<file path="src/rtl/nn_pkg.sv">
// Shared numeric types for the ReLU forward/backward datapath.
// The activation word width and its signed word type live here so both directions agree.
package nn_pkg;

  localparam int W      = 17;
  localparam int ZCNT_W = 8;

  typedef logic signed [W-1:0] data_t;

endpackage

</file>
<file path="src/rtl/relu_mask_fifo.sv">
// One-bit-wide FIFO that stores forward ReLU masks until the matching gradient arrives.
// The caller gates push/pop with its own ready terms; this block only stores and counts.
module relu_mask_fifo #(
  parameter int DEPTH = 16
) (
  input  logic                       clk,
  input  logic                       rst_n,
  input  logic                       flush,
  input  logic                       push,
  input  logic                       din,
  input  logic                       pop,
  output logic                       dout,
  output logic [$clog2(DEPTH+1)-1:0] count
);

  localparam int AW = $clog2(DEPTH);

  logic [DEPTH-1:0] mem;
  logic [AW-1:0]    wr_ptr;
  logic [AW-1:0]    rd_ptr;

  // NOTE: the storage array is not reset; validity is tracked by count and the pointers.
  always_ff @(posedge clk) begin
    if (push) mem[wr_ptr] <= din;
  end

  // DEPTH is a power of two, so pointer overflow is the modulo wrap.
  always_ff @(posedge clk) begin
    if (!rst_n || flush) begin
      wr_ptr <= '0;
      rd_ptr <= '0;
      count  <= '0;
    end else begin
      if (push) wr_ptr <= wr_ptr + 1'b1;
      if (pop)  rd_ptr <= rd_ptr + 1'b1;
      case ({push, pop})
        2'b10:   count <= count + 1'b1;
        2'b01:   count <= count - 1'b1;
        default: count <= count;
      endcase
    end
  end

  assign dout = mem[rd_ptr];

endmodule

</file>
<file path="src/rtl/relu_backward.sv">
// ReLU backward pass: records the forward sign mask, then gates incoming gradients by it.
// Zero pre-activations pass the gradient, matching the forward ReLU that passes zero.
module relu_backward
  import nn_pkg::ZCNT_W;
#(
  parameter int W     = 17,
  parameter int DEPTH = 16
) (
  input  logic                       clk,
  input  logic                       rst_n,
  input  logic                       fwd_valid,
  output logic                       fwd_ready,
  input  logic signed [W-1:0]        fwd_in,
  input  logic                       bwd_valid,
  output logic                       bwd_ready,
  input  logic signed [W-1:0]        bwd_grad,
  output logic                       out_valid,
  input  logic                       out_ready,
  output logic signed [W-1:0]        out_grad,
  output logic [$clog2(DEPTH+1)-1:0] count,
  output logic [ZCNT_W-1:0]          zeroed_cnt,
  input  logic                       flush
);

  localparam int CW = $clog2(DEPTH+1);

  logic push;
  logic pop;
  logic mask;

  // fwd_ready looks only at registered count, so a same-cycle pop never frees a slot early.
  assign fwd_ready = (count < CW'(DEPTH));
  assign bwd_ready = (count != '0) && (!out_valid || out_ready);
  assign push      = fwd_valid && fwd_ready && !flush;
  assign pop       = bwd_valid && bwd_ready && !flush;

  relu_mask_fifo #(
    .DEPTH (DEPTH)
  ) u_mask_fifo (
    .clk   (clk),
    .rst_n (rst_n),
    .flush (flush),
    .push  (push),
    .din   (~fwd_in[W-1]),
    .pop   (pop),
    .dout  (mask),
    .count (count)
  );

  // NOTE: sequential state uses non-blocking assignments so every register samples pre-edge values.
  always_ff @(posedge clk) begin
    if (!rst_n) begin
      out_valid  <= 1'b0;
      out_grad   <= '0;
      zeroed_cnt <= '0;
    end else if (flush) begin
      out_valid <= 1'b0;
    end else if (pop) begin
      out_valid <= 1'b1;
      out_grad  <= mask ? bwd_grad : '0;
      if (!mask && zeroed_cnt != '1) zeroed_cnt <= zeroed_cnt + 1'b1;
    end else if (out_valid && out_ready) begin
      out_valid <= 1'b0;
    end
  end

endmodule

</file>
<file path="config.mk">
export PLATFORM = sky130hd
export DESIGN_NAME = relu_backward
export DESIGN_NICKNAME = d
export VERILOG_FILES = /design/src/rtl/nn_pkg.sv /design/src/rtl/relu_mask_fifo.sv /design/src/rtl/relu_backward.sv
export SDC_FILE = /design/constraint.sdc
export NUM_CORES = 1
export LEC_CHECK = 0
export ABC_AREA = 1
export BUFFER_PORTS_ARGS = -buffer_cell sky130_fd_sc_hd__buf_2
export CAP_MARGIN = 20
export CORE_AREA = 2 2 80 82
export DETAILED_ROUTE_END_ITERATION = 6
export DIE_AREA = 0 0 82 84
export PLACE_DENSITY = 0.7
export SLEW_MARGIN = 20
export SYNTH_ARGS = -nofsm -noshare
export SYNTH_HDL_FRONTEND = slang
export SYNTH_SLANG_ARGS = --single-unit
</file>
<file path="constraint.sdc">
create_clock -name clk -period 4.5 [get_ports clk]
set_clock_uncertainty 0.1 [all_clocks]
set_input_delay 0.225 -clock clk [delete_from_list [all_inputs] [get_ports clk]]
set_output_delay 0.225 -clock clk [all_outputs]
set_load 0.02 [all_outputs]
</file>
# == Yosys cells after proc, flatten, opt, wreduce, memory -nomap -nowiden ==
# Index checks and enable logic that the tools add are counted.
# totals
register_bits,55
inputBits,40
out_inout_bits,33
wordCells,51
# classes
addsub,5
order_cmp,4
n_eq_ne,3
muxes,9
bitwise,3
reduce_logical,20
# ops
operator,count
two-way mux 17 bit,1
bitwise mux 16 bit,1
"less-than comparator 4 x 5 -> 1 bit, second input constant",2
one-hot mux 5 bit (2 select lines),1
"adder 4 x 1 -> 4 bit, second input constant",2
"adder 8 x 1 -> 8 bit, second input constant",1
logical AND 1 bit,8
"inequality test 8 bit, second input constant",1
"adder 5 x 1 -> 5 bit, second input constant",1
"less-than comparator 5 bit, second input constant",1
nonzero test 5 bit,1
"subtractor 5 x 1 -> 5 bit, second input constant",1
binary-select mux 1 bit (select 4 bit),1
demux 1 bit (select 4 bit),1
"greater-or-equal comparator 4 x 1 -> 1 bit, second input constant",1
logical NOT 1 bit,4
two-way mux 1 bit,4
nonzero test 2 bit,2
NOT 1 bit,3
AND reduction 3 bit,1
"== test 2 x 1 -> 1 bit, second input constant",1
"== test 2 bit, second input constant",1
logical OR 1 bit,2
AND reduction 2 bit,1
OR reduction 2 bit,1

# == Logic depth before layout (Yosys ltp) ==
# Gate-level depths: netlist of run 1.
# depth
word_depth,7
ltp_mapped,15
depth_no_buf,13

# == By module ==
# A second synthesis of run 1 with hierarchy kept.
# hier_totals
hier_cells,340
hier_area_um2,2805.2
# by_module_without_submodules
module,instances,cells_each,area_per_inst_um2,seq_area_each_um2
relu_mask_fifo,1,180,1532.7,740.7
relu_backward,1,160,1272.5,520.5

# == Worst setup path after synthesis of run 1 ==
# Ideal clock, no wire load.
# synth_path
path_type,register -> register
startpoint,reg u_mask_fifo.count[1]
endpoint,reg u_mask_fifo.count[4]
setup_time_ps,128
arrival_ps,2548
required_ps,4272
path_slack_ps,1723
stages_incl_launch_ff,16
path_buffers,2
period_less_slack_ps,2777
cell_sequence,dfxtp_1 nor2_1 nand3_1 nand4_2 inv_2 buf_2 buf_4 ha_1 ha_1 a21o_1 a21oi_1 nor2_1 nor2_1 nand2_1 o21ai_0 a21oi_1
# synth_between
elab_chain_len,6
elab_cells_between_ends,13
cone_classes,add/sub (2); order compare (1); eq/ne (2); mux (1); reduce/logical (7)
# synth_rtl
element,line_no,source
from (decl),relu_mask_fifo.sv:13,output logic [$clog2(DEPTH+1)-1:0] count
from (signal assigned),relu_mask_fifo.sv:37,2'b10: count <= count + 1'b1;
from (signal assigned),relu_mask_fifo.sv:38,2'b01: count <= count - 1'b1;
from (signal assigned),relu_mask_fifo.sv:39,default: count <= count;
nonzero test 5 bit *,relu_backward.sv:33,assign bwd_ready = (count != '0) && (!out_valid || out_ready);
logical AND 1 bit *,relu_backward.sv:33,
logical AND 1 bit * (2 in series),relu_backward.sv:35,assign pop = bwd_valid && bwd_ready && !flush;
named net pop,relu_backward.sv:28,logic pop;
== test 2 x 1 -> 1 bit / == test 2 bit (equally long branches),relu_mask_fifo.sv:36,"case ({push, pop})"
one-hot mux 5 bit (2 select lines) / nonzero test 2 bit (equally long branches),-,
# Mark *: on every way through the listed nets, which the timed path passes. The rest lies on a longest branch.
# A chain may end at the register's enable or synchronous reset.

# == Final worst setup path of run 1 ==
# layout_path
startpoint,reg u_mask_fifo.count[1]
endpoint,reg u_mask_fifo.count[4]
# layout_between
elab_chain_len,6
elab_cells_between_ends,13
cone_classes,add/sub (2); order compare (1); eq/ne (2); mux (1); reduce/logical (7)
# layout_rtl
element
"parallel branches: the longest is 6 deep, another holds less-than comparator 5 bit"
# Parallel ways; which one is timed is not known.

==> results of run 1 <==
## kinds of logic after synthesis
group                      synth area share (%)
and+or+nand+nor                            25.8
AOI/OAI and AO/OA                          13.4
DFF                                        46.3
buffers and inverters                      8.31
adders and majority gates                  5.33
xor gates and xnor gates                  0.964
## flip-flops by register name (all words and copies together), names as in the netlist
name / cells
out_valid: 1
u_mask_fifo.count: 5
u_mask_fifo.rd_ptr: 4
u_mask_fifo.wr_ptr: 4
out_grad: 17
u_mask_fifo.mem: 16
zeroed_cnt: 8
## layout by cell type, fill, tap and decap left out, types with 2 or more instances in the layout
cell type / n
nor2_1: 41
nor3_1: 2
inv_6: 2
nand2_2: 13
edfxtp_1: 16
xor2_1: 2
nand3_4: 2
nand3_1: 16
ha_1: 10
nand3_2: 4
inv_1: 40
inv_8: 2
buf_2: 56
dfxtp_1: 39
a21oi_2: 10
a21oi_1: 25
nand2_1: 56
nand4_1: 4
o21ai_0: 25
clkbuf_8: 5
## routing by layer
| metal | track usage, % | share of wire (%) |
|---|---|---|
| met1 | 20.7 | 46 |
| met4 | 5.45 | 1.9 |
| met3 | 2.71 | 3.0 |
| met5 | 0 | 0 |
| met2 | 26.8 | 49 |
## tightest hold or removal path, delay by kind of cell
family / cells / cell delay (ns)
buf+inv: 1 / 0.10
simple gates: 1 / 0.06
compound gates: 1 / 0.04
## through the flow
stage          utilization [%]  hold slack, ns  total power, W  worst slack [ns]  instances
2_1_floorplan                -           0.261        0.000621              1.72        326
6_report                  51.6          0.0388        0.000936              1.50        460
4_1_cts                   51.6          0.0262        0.000948              1.48        460
3_3_place_gp              50.0           0.375        0.000650              1.55        452
5_1_grt                   51.6          0.0180        0.000980              1.10        460
3_5_place_dp              50.0           0.380        0.000653              1.50        452
## report_power, final
group	leakage [nW]	internal, W	switching, W
Sequential	0.460	0.000521	0.00000854
Clock	0.0511	0.000118	0.000177
Combinational	0.924	0.0000383	0.0000728
Total	1.43	0.000677	0.000259
## how the worst max path moves through the flow
| stage | from | slack, ns | to | depth (start not counted) |
|---|---|---|---|---|
| CTS | u_mask_fifo.count[1] | 1.48 | u_mask_fifo.count[4] | 14 |
| floorplan | u_mask_fifo.count[1] | 1.72 | u_mask_fifo.count[4] | 15 |
| finish | u_mask_fifo.count[1] | 1.50 | u_mask_fifo.count[4] | 14 |
| global placement | u_mask_fifo.count[1] | 1.55 | u_mask_fifo.count[4] | 14 |
| global route | u_mask_fifo.count[1] | 1.10 | u_mask_fifo.count[4] | 14 |
| detailed placement | u_mask_fifo.count[1] | 1.50 | u_mask_fifo.count[4] | 14 |
## area by class of cell
type	instances	share of cell area, %
timing repair buffer	57	9.15
sequential	55	40.1
clock inverter	3	0.915
tap	77	3.06
clock buffer	5	2.19
multi-input combinational	221	39.3
inverter	42	5.25
==> summary.md, run 1 <==
| Metric | Value |
|---|---|
| Final min period | `between 2 and 3 ns` |
| RePlAce Congestion | `roughly 0.76` |
| Post-Syn Nets | `~380` |
| Max IR drop VDD | `about 160 uV` |
| Fmax | `about 0.33 GHz` |
| Routed via count | `2238` |
| R2R Path Start | `u_mask_fifo.count[1]` |
| Multi-input combinational cell area | `0.00124 mm2` |
| Vias in the first global route | `~2.0k` |
| Largest net degree at the start of global routing | `approximately 40` |
| Mapped cell area | `0.00273 mm2` |
| Hold Startpoint | `bwd_grad[7]` |
| FILL cells | `584` |
| CP Launch Type | `register` |
| CTS max path bufs | `2` |
| Core area | `0.00610 mm2` |
| Clock tree from TritonCTS | `built` |
| Min-Delay Path Class | `input pin to register` |
| I/O Pins | `73` |
| Crit-path slowest cell | `dfxtp_1` |
| FF/Latch Area | `~0.0013 mm2` |
| Final period util | `roughly 67%` |
| TritonRoute pass-1 iters | `4` |
| RR Endpoint | `u_mask_fifo.count[4]` |
| Setup TNS | `0 ns` |
| Area Growth Syn to Fin | `15.4%` |
| WHS Path Cells | `3` |
| FF-to-FF setup slack | `1.50 ns` |
| Worst-Skew Late Latency | `about 0.31 ns` |
| Ys Warns | `0` |
| Post-synth top area share | `28.7%` |
| Share of post-route cells with drive strength above 1 | `roughly a quarter` |
| Synth unique cells | `34` |
| Initial antenna violation count | `0` |
| Reg2Reg Depth | `14` |
| ANT nets after route | `0` |
| CP endpoint kind | `register` |
| Critical path buffer and inverter count | `2` |
| Crit Path Class | `register to register` |
| Residual DRC | `0` |
| Slew HR | `65.2%` |
| Post-Synthesis Cells | `326` |
| Gr ovfl total | `0` |
| Most frequent CP cell | `nor2_1` |
| Commonest cells post-synth | `56 x nand2_1, 41 x nor2_1, 40 x inv_1, 39 x dfxtp_1` |
| Required @ worst endpoint | `4.62 ns` |
| Starting DRC count in detailed routing | `121` |
| HPWL Detailed | `approximately 3800 um` |
| CP top delay family | `adder cells` |
| Top-count cell post-synth | `nand2_1` |
| DIE HEIGHT | `84 um` |
| Seq/Total Area, Yosys | `46.3%` |
| Finished Cell Area | `around 0.0031 mm2` |
| # port buffers | `56` |
| P_leak | `1.43 nW` |
| Top_reg_cell synth | `dfxtp_1` |
| CTS-repair resized insts | `0` |
| Final setup violation count | `0` |
| Leading area contributor after synthesis | `dfxtp_1` |
| Worst-path fanout max | `40` |
| Max-Cap Viols | `0` |
| WHS Endpoint | `out_grad[7]` |
| Critical Path AT | `around 3.1 ns` |
| Core Rows | `29` |
| Avg Synthesized Cell Area | `8.36 um2` |
| Top cells by area, synth | `dfxtp_1 29%, edfxtp_1 18%, nand2_1 7.7%` |
| Worst-path cell chain | `nor2_1, nand3_1, nand4_2, inv_2, buf_4, ha_1, ha_1, a21o_1, a21oi_1, nor2_1, nor2_1, nand2_1, o21ai_0, a21oi_1` |
| Power per cell area | `298 mW/mm2` |
| Initial core utilization | `approximately 45%` |
| Seq cells post-synth | `55` |
| Avg WL per Cell | `11.3 um` |
| Final Max Slew Viols | `0` |
| Asr flop ratio synth | `0%` |
| GRT Overall Usage | `roughly 16%` |
| Dpl cell area | `roughly 0.003 mm2` |
| Final number of hold-violating endpoints | `0` |
| WL final | `5190 um` |
| Diodes inserted | `0` |
| Vias per cell | `slightly below 5` |
| Clock-pin slew on the worst setup and hold paths | `approximately 0.11 ns` |
| First-pass GRT wire length | `8810 um` |
| Worst Max-Slew Pin Slew | `0.522 ns` |
| Number of synthesized flops with an enable pin | `16` |
| Nets@finish | `approximately 430` |
| Num CTS Buffers | `5` |
| CTS sink count | `55` |
| CTS Hold Buffers Added | `0` |
| Die Width | `82 um` |
| Die Area | `roughly 0.007 mm2` |
| CTS H-tree lvls | `2` |
| Status | `finished clean` |
| RSZ-0062 raised after global routing | `no` |
| Worst stage delay on the critical path | `0.45 ns` |
| Root buf cell | `clkbuf_8` |
| Setup bufs post-CTS | `0` |
(Power assumes the default switching activity.)
==> run 2, diff against run 1 <==
PLACE_DENSITY = 0.73   (was 0.7)
clock period = 2.75 ns   (was 4.5 ns; I/O delays follow)
==> summary.md, run 2 (synthesis gave the netlist of run 1 again) <==
| Metric | Value |
|---|---|
| Status | `finished clean` |
| Largest net degree at the start of global routing | `40 (-2.4%)` |
| Slew HR | `65.6% (+0.45 points)` |
| I/O Pins | `73 (unchanged)` |
| Worst Setup SP | `u_mask_fifo.count[1]` |
| WL final | `5570 um (+7.4%)` |
| ANT nets after route | `0 (unchanged)` |
| Die Width | `82 um (unchanged)` |
| Finished Cell Area | `0.00332 mm2 (+5.5%)` |
| Die Area | `0.00689 mm2 (unchanged)` |
| Final Max Slew Viols | `0 (unchanged)` |
| Crit Path Class | `register to register` |
| Diodes inserted | `0 (unchanged)` |
| Largest register FFs | `17 (unchanged)` |
| Post-place setup slack | `0.316 ns (-1.18 ns)` |
| CTS-repair resized insts | `0 (unchanged)` |
| Nets@finish | `451 (+4.2%)` |
| Area Growth Syn to Fin | `21.8%` |
| DIE HEIGHT | `84 um (unchanged)` |
| Starting DRC count in detailed routing | `140 (+16%)` |
| RePlAce Congestion | `0.814 (+6.6%)` |
| Root buf cell | `clkbuf_8` |
| Setup bufs post-CTS | `0 (unchanged)` |
| Worst-path fanout max | `5 (-88%)` |
| CTS sink count | `55 (unchanged)` |
| TritonRoute pass-1 iters | `4 (unchanged)` |
| Final worst setup slack | `0.280 ns (-1.22 ns)` |
| Final number of hold-violating endpoints | `0 (unchanged)` |
| Dpl cell area | `0.00306 mm2 (+0.29%)` |
| Max-Cap Viols | `0 (unchanged)` |
| Most frequent cells in the layout | `56 x nand2_1, 56 x buf_2, 41 x nor2_1` |
| Max IR drop VDD | `252 uV (+55%)` |
| Required @ worst endpoint | `2.85 ns (-1.77 ns)` |
| P_leak | `1.51 nW (+5.1%)` |
| Worst Max-Slew Pin Slew | `0.515 ns (-0.00681 ns)` |
| Final setup violation count | `0 (unchanged)` |
| Min-Delay Path Class | `input pin to register` |
| CP Launch Type | `register` |
| Avg WL per Cell | `11.7 um (+3.4%)` |
| Clock tree from TritonCTS | `built` |
| Residual DRC | `0 (unchanged)` |
| FF-to-FF setup slack | `0.28 ns (-1.22 ns)` |
| Fmax | `0.405 GHz (+21%)` |
| Setup TNS | `0 ns (unchanged)` |
| Vias per cell | `4.91 (+1.0%)` |
| CTS Hold Buffers Added | `17 (+17)` |
| Num CTS Buffers | `5 (unchanged)` |
| Core area | `0.00610 mm2 (unchanged)` |
| Routed via count | `2349 (+5.0%)` |
| Power per cell area | `460 mW/mm2 (+55%)` |
| CTS H-tree lvls | `2 (unchanged)` |
| WHS Path Cells | `3 (unchanged)` |
| Final period util | `89.8% (+23 points)` |
| Vias in the first global route | `2216 (+11%)` |
| Clock-pin slew on the worst setup and hold paths | `0.09 ns (-0.02 ns)` |
| R2R Path Start | `u_mask_fifo.count[1]` |
| Final min period | `2.47 ns (-0.530 ns)` |
| Top reg by flops | `out_grad` |
| Worst-Skew Late Latency | `0.31 ns (about the same)` |
| Critical Path AT | `2.57 ns (-0.55 ns)` |
| Initial core utilization | `44.7% (unchanged)` |
| HPWL Detailed | `3930 um (+4.2%)` |
| Biggest regs | `out_grad: 17 flops, u_mask_fifo.mem: 16 flops, zeroed_cnt: 8 flops` |
| CTS max path bufs | `2 (unchanged)` |
| CP endpoint kind | `register` |
| Core Rows | `29 (unchanged)` |
| RSZ-0062 raised after global routing | `no` |
| Gr ovfl total | `0 (unchanged)` |
| # port buffers | `56 (unchanged)` |
| GRT Overall Usage | `17.4% (+1.3 points)` |
| Reg2Reg Depth | `13 (-1)` |
| Share of post-route cells with drive strength above 1 | `24.9% (-0.91 points)` |
| Worst hold slack | `0.0909 ns (+0.0521 ns)` |
| Initial antenna violation count | `0 (unchanged)` |
| First-pass GRT wire length | `9400 um (+6.7%)` |
| Hold Startpoint | `bwd_valid` |
==> run 2: through the flow <==
| stage | total power, W | std cells | utilization [%] |
|---|---|---|---|
| after CTS | 0.00154 | 478 | 54.4 |
| after floorplan | 0.00102 | 326 | - |
| after detailed placement | 0.00107 | 453 | 50.1 |
| after global routing | 0.00159 | 478 | 54.4 |
| final | 0.00153 | 478 | 54.4 |
| after global placement | 0.00107 | 453 | 50.1 |
==> run 2: path summary, 6_finish.rpt <==
| path | endpoint |
|---|---|
| hold reg to reg | u_mask_fifo.count[1] |
| setup / recovery | u_mask_fifo.count[4] |
| hold / removal | out_valid |
| setup reg to reg | u_mask_fifo.count[4] |
==> run 2: per-layer routing <==
metal	part of all wire, %	vias to the layer above	track usage [%]
met2	50	52	29.6
li1	-	1208	-
met4	3.0	0	8.18
met1	43	1071	20.3
met3	3.7	18	3.79
met5	0	-	0
==> run 2: cell type report <==
type | count | area, um2
Clock buffer | 7 | 86.3
Clock inverter | 1 | 5.00
Fill cell | 549 | 2780
Inverter | 42 | 165
Multi-Input combinational cell | 221 | 1240
Sequential cell | 55 | 1260
Tap cell | 77 | 96.3
Timing Repair Buffer | 75 | 465
==> run 2: power by group <==
group | switching [W] | internal (W) | total (W)
Combinational | 0.000126 | 0.0000795 | 0.000205
Clock | 0.000250 | 0.000204 | 0.000454
Sequential | 0.0000145 | 0.000853 | 0.000867
Total | 0.000390 | 0.00114 | 0.00153
==> run 2: worst max-delay path, stage by stage (launching register included) <==
cell and delay (ns):
dfxtp_2 0.36, nor2_1 0.13, nand3_1 0.15, nand4_2 0.12, inv_2 0.05, ha_1 0.26
fa_1 0.44, a21o_1 0.20, a21oi_1 0.16, nor2_1 0.06, nor2_1 0.08, nand2_1 0.06
o21ai_0 0.15, a21oi_1 0.06
==> run 3, diff against run 2 <==
ABC_AREA = not set   (was 1)
CORE_AREA = 2 2 78 80   (was 2 2 80 82)
DIE_AREA = 0 0 80 82   (was 0 0 82 84)
PLACE_DENSITY = 0.74   (was 0.73)
SYNTH_HIERARCHICAL = 1   (was not set)
==> summary.md, run 3 <==
| Metric | Value |
|---|---|
| RSZ-0062 raised after global routing | `no` |
| Final number of hold-violating endpoints | `0 (unchanged)` |
| Biggest regs | `out_grad: 17 flops, u_mask_fifo/mem: 16 flops, zeroed_cnt: 8 flops` |
| Setup bufs post-CTS | `0 (unchanged)` |
| Number of synthesized flops with an enable pin | `16 (unchanged)` |
| Fin cells | `408 (-15%)` |
| Diodes inserted | `0 (unchanged)` |
| Post-Syn Nets | `308 (-18%)` |
| WL met2 | `2560 um (-9.1%)` |
| Nets@finish | `381 (-16%)` |
| Top-count cell post-synth | `dfxtp_1` |
| Avg Synthesized Cell Area | `9.96 um2 (+19%)` |
| DIE HEIGHT | `82 um (-2.4%)` |
| RePlAce Congestion | `0.766 (-6.0%)` |
| Die Width | `80 um (-2.4%)` |
| Most frequent cells in the layout | `56 x buf_2, 32 x dfxtp_1, 28 x nand2_1` |
| Critical Path AT | `2.77 ns (+0.20 ns)` |
| WHS Path Cells | `3 (unchanged)` |
| TritonRoute pass-1 iters | `4 (unchanged)` |
| Final min period | `2.64 ns (+0.174 ns)` |
| # port buffers | `56 (unchanged)` |
| CP endpoint kind | `register` |
| Seq cells post-synth | `55 (unchanged)` |
| Placed cell count | `386 (-15%)` |
| Power per cell area | `423 mW/mm2 (-8.1%)` |
| M1 wire length | `2370 um (-0.46%)` |
| HPWL Detailed | `3660 um (-6.7%)` |
| Uppermost layer routed | `met4` |
| Synth unique cells | `44 (+29%)` |
| Post-synth top area share | `30.3% (+1.6 points)` |
| Mapped cell area | `0.00258 mm2 (-5.3%)` |
| Leading area contributor after synthesis | `dfxtp_1` |
| Num CTS Buffers | `5 (unchanged)` |
| Top reg by flops | `out_grad` |
| Clock-pin slew on the worst setup and hold paths | `0.10 ns (about the same)` |
| Crit Path Class | `register to register` |
| WL met3 | `202 um (-0.98%)` |
| Share of post-route cells with drive strength above 1 | `28.2% (+3.3 points)` |
| Status | `finished clean` |
| CP Launch Type | `register` |
| Fmax | `0.378 GHz (-6.6%)` |
| Min-Delay Path Class | `input pin to register` |
| Max-Cap Viols | `0 (unchanged)` |
| WL final | `5200 um (-6.7%)` |
| Final Util | `56.6% (+2.1 points)` |
| Final period util | `96.1% (+6.3 points)` |
| RR Endpoint | `zeroed_cnt[7]` |
| Largest register FFs | `17 (unchanged)` |
| Final Max Slew Viols | `0 (unchanged)` |
| FF-to-FF setup slack | `0.11 ns (-0.17 ns)` |
| Routed via count | `2083 (-11%)` |
| Worst Setup SP | `u_mask_fifo/rd_ptr[0]` |
| P_leak | `1.29 nW (-15%)` |
| Area Growth Syn to Fin | `26.0%` |
| Max IR drop VDD | `244 uV (-3.1%)` |
| Clock tree from TritonCTS | `built` |
| ANT nets after route | `0 (unchanged)` |
| Core Rows | `28 (-3.4%)` |
| Gr ovfl total | `0 (unchanged)` |
| Core area | `0.00575 mm2 (-5.7%)` |
| FILL cells | `513 (-6.6%)` |
| Post-Synthesis Cells | `259 (-21%)` |
| Commonest non-fill, non-tap cell in the layout | `buf_2` |
| Worst Max-Slew Pin Slew | `0.640 ns (+0.125 ns)` |
| Worst-Skew Late Latency | `0.30 ns (about the same)` |
| CP endpoint | `zeroed_cnt[7]` |
| Asr flop ratio synth | `0% (unchanged)` |
| GRT Overall Usage | `16.2% (-1.2 points)` |
| First-pass GRT wire length | `8410 um (-10%)` |
| Starting DRC count in detailed routing | `109 (-22%)` |
| CTS max path bufs | `2 (unchanged)` |
| Slew HR | `57.3% (-8.3 points)` |
| Required @ worst endpoint | `2.88 ns (+0.03 ns)` |
| Seq/Total Area, Yosys | `48.9% (+2.6 points)` |
| Largest net degree at the start of global routing | `29 (-28%)` |
| Root buf cell | `clkbuf_8` |
| Avg WL per Cell | `12.7 um (+9.3%)` |
| Initial core utilization | `44.9% (+0.20 points)` |
| Vias per cell | `5.11 (+3.9%)` |
| Final Power | `0.00137 W (-10%)` |
| Initial antenna violation count | `0 (unchanged)` |
| R2R Path Start | `u_mask_fifo/rd_ptr[0]` |
| Die Area | `0.00656 mm2 (-4.8%)` |
| Top_reg_cell synth | `dfxtp_1` |
| Top cells by area, synth | `dfxtp_1 30%, edfxtp_1 19%, a21oi_1 4.7%` |
| Commonest cells post-synth | `39 x dfxtp_1, 28 x nand2_1, 24 x a21oi_1, 21 x nand3_1, 17 x nor2_1` |
| Residual DRC | `0 (unchanged)` |
| Ys Warns | `6 (+6)` |
| I/O Pins | `73 (unchanged)` |
| Vias in the first global route | `1960 (-12%)` |
| Worst-path fanout max | `4 (-1)` |
| CTS sink count | `55 (unchanged)` |
| Reg2Reg Depth | `7 (-6)` |
| Final setup violation count | `0 (unchanged)` |
| CTS H-tree lvls | `2 (unchanged)` |
run 3: cell count changes after synthesis, moves of 7 or more:
cell,previous run,this run
a21oi_2,10,0
and2_1,0,16
clkbuf_1,2,11
inv_1,40,7
mux2i_1,0,7
nand2_1,56,28
nand2_2,13,0
nor2_1,41,17
o21ai_0,25,3
run 3: repair_timing:
item                                    in CTS  in global routing
endpoints found under the hold margin       14                  0
endpoints found under the setup margin       1                  2
hold buffers                                14                  0
resized for setup                            1                  5
run 3: worst max-delay path, cell delays in order (launching register included):
cell,delay [ns]
dfxtp_2,0.34
buf_4,0.13
mux4_1,0.53
mux4_2,0.52
and4b_1,0.27
o21ai_1,0.10
or4_1,0.42
a21oi_1,0.16
run 3: where the power goes:
| group | total, W | internal [W] | leakage (nW) | switching, W |
|---|---|---|---|---|
| Sequential | 0.000839 | 0.000835 | 0.463 | 0.00000387 |
| Clock | 0.000428 | 0.000176 | 0.0496 | 0.000252 |
| Combinational | 0.000107 | 0.0000510 | 0.776 | 0.0000562 |
| Total | 0.00137 | 0.00106 | 1.29 | 0.000312 |
run 3: worst min path at each step:
stage / from / to
global placement: flush / out_valid
floorplan: flush / out_valid
global route: bwd_grad[1] / out_grad[1]
finish: bwd_grad[1] / out_grad[1]
CTS: bwd_grad[1] / out_grad[1]
detailed placement: flush / out_valid
run 3: layout make-up:
type                            instances  area (um2)  share of cell area, %
Clock buffer                            5        68.8                   2.12
Sequential cell                        55        1270                   39.2
Inverter                                8        31.3                  0.962
Multi-Input combinational cell        182        1270                   39.1
Timing Repair Buffer                   80         495                   15.2
Tap cell                               75        93.8                   2.89
Clock inverter                          3        15.0                  0.462
run 3: through the flow:
step	hold WS, ns	area, um2	setup WS, ns	TNS [ns]
floorplan	0.109	2650	-0.0381	-0.0381
global placement	0.252	3010	0.0957	0
detailed placement	0.264	3010	0.0295	0
CTS	0.00160	3240	0.0463	0
global route	0.00832	3250	0.0113	0
finish	0.00456	3250	0.106	0
run 3: cell families (layout without fill, tap and decap cells):
family                     count (synthesis)  after routing  synth area share, %
AOI/OAI and AO/OA                         37             37                 8.58
and+or+nand+nor                          114            114                 23.2
xor gates and xnor gates                   9              9                 3.06
buffers and inverters                     22             96                 3.83
muxes                                     13             13                 8.10
adders and majority gates                  9              9                 4.36
DFF                                       55             55                 48.9
run 3: routing by layer:
metal	vias up	track usage [%]
li1	1055	-
met2	46	30.9
met5	-	0
met1	975	18.1
met4	0	5.59
met3	7	2.75
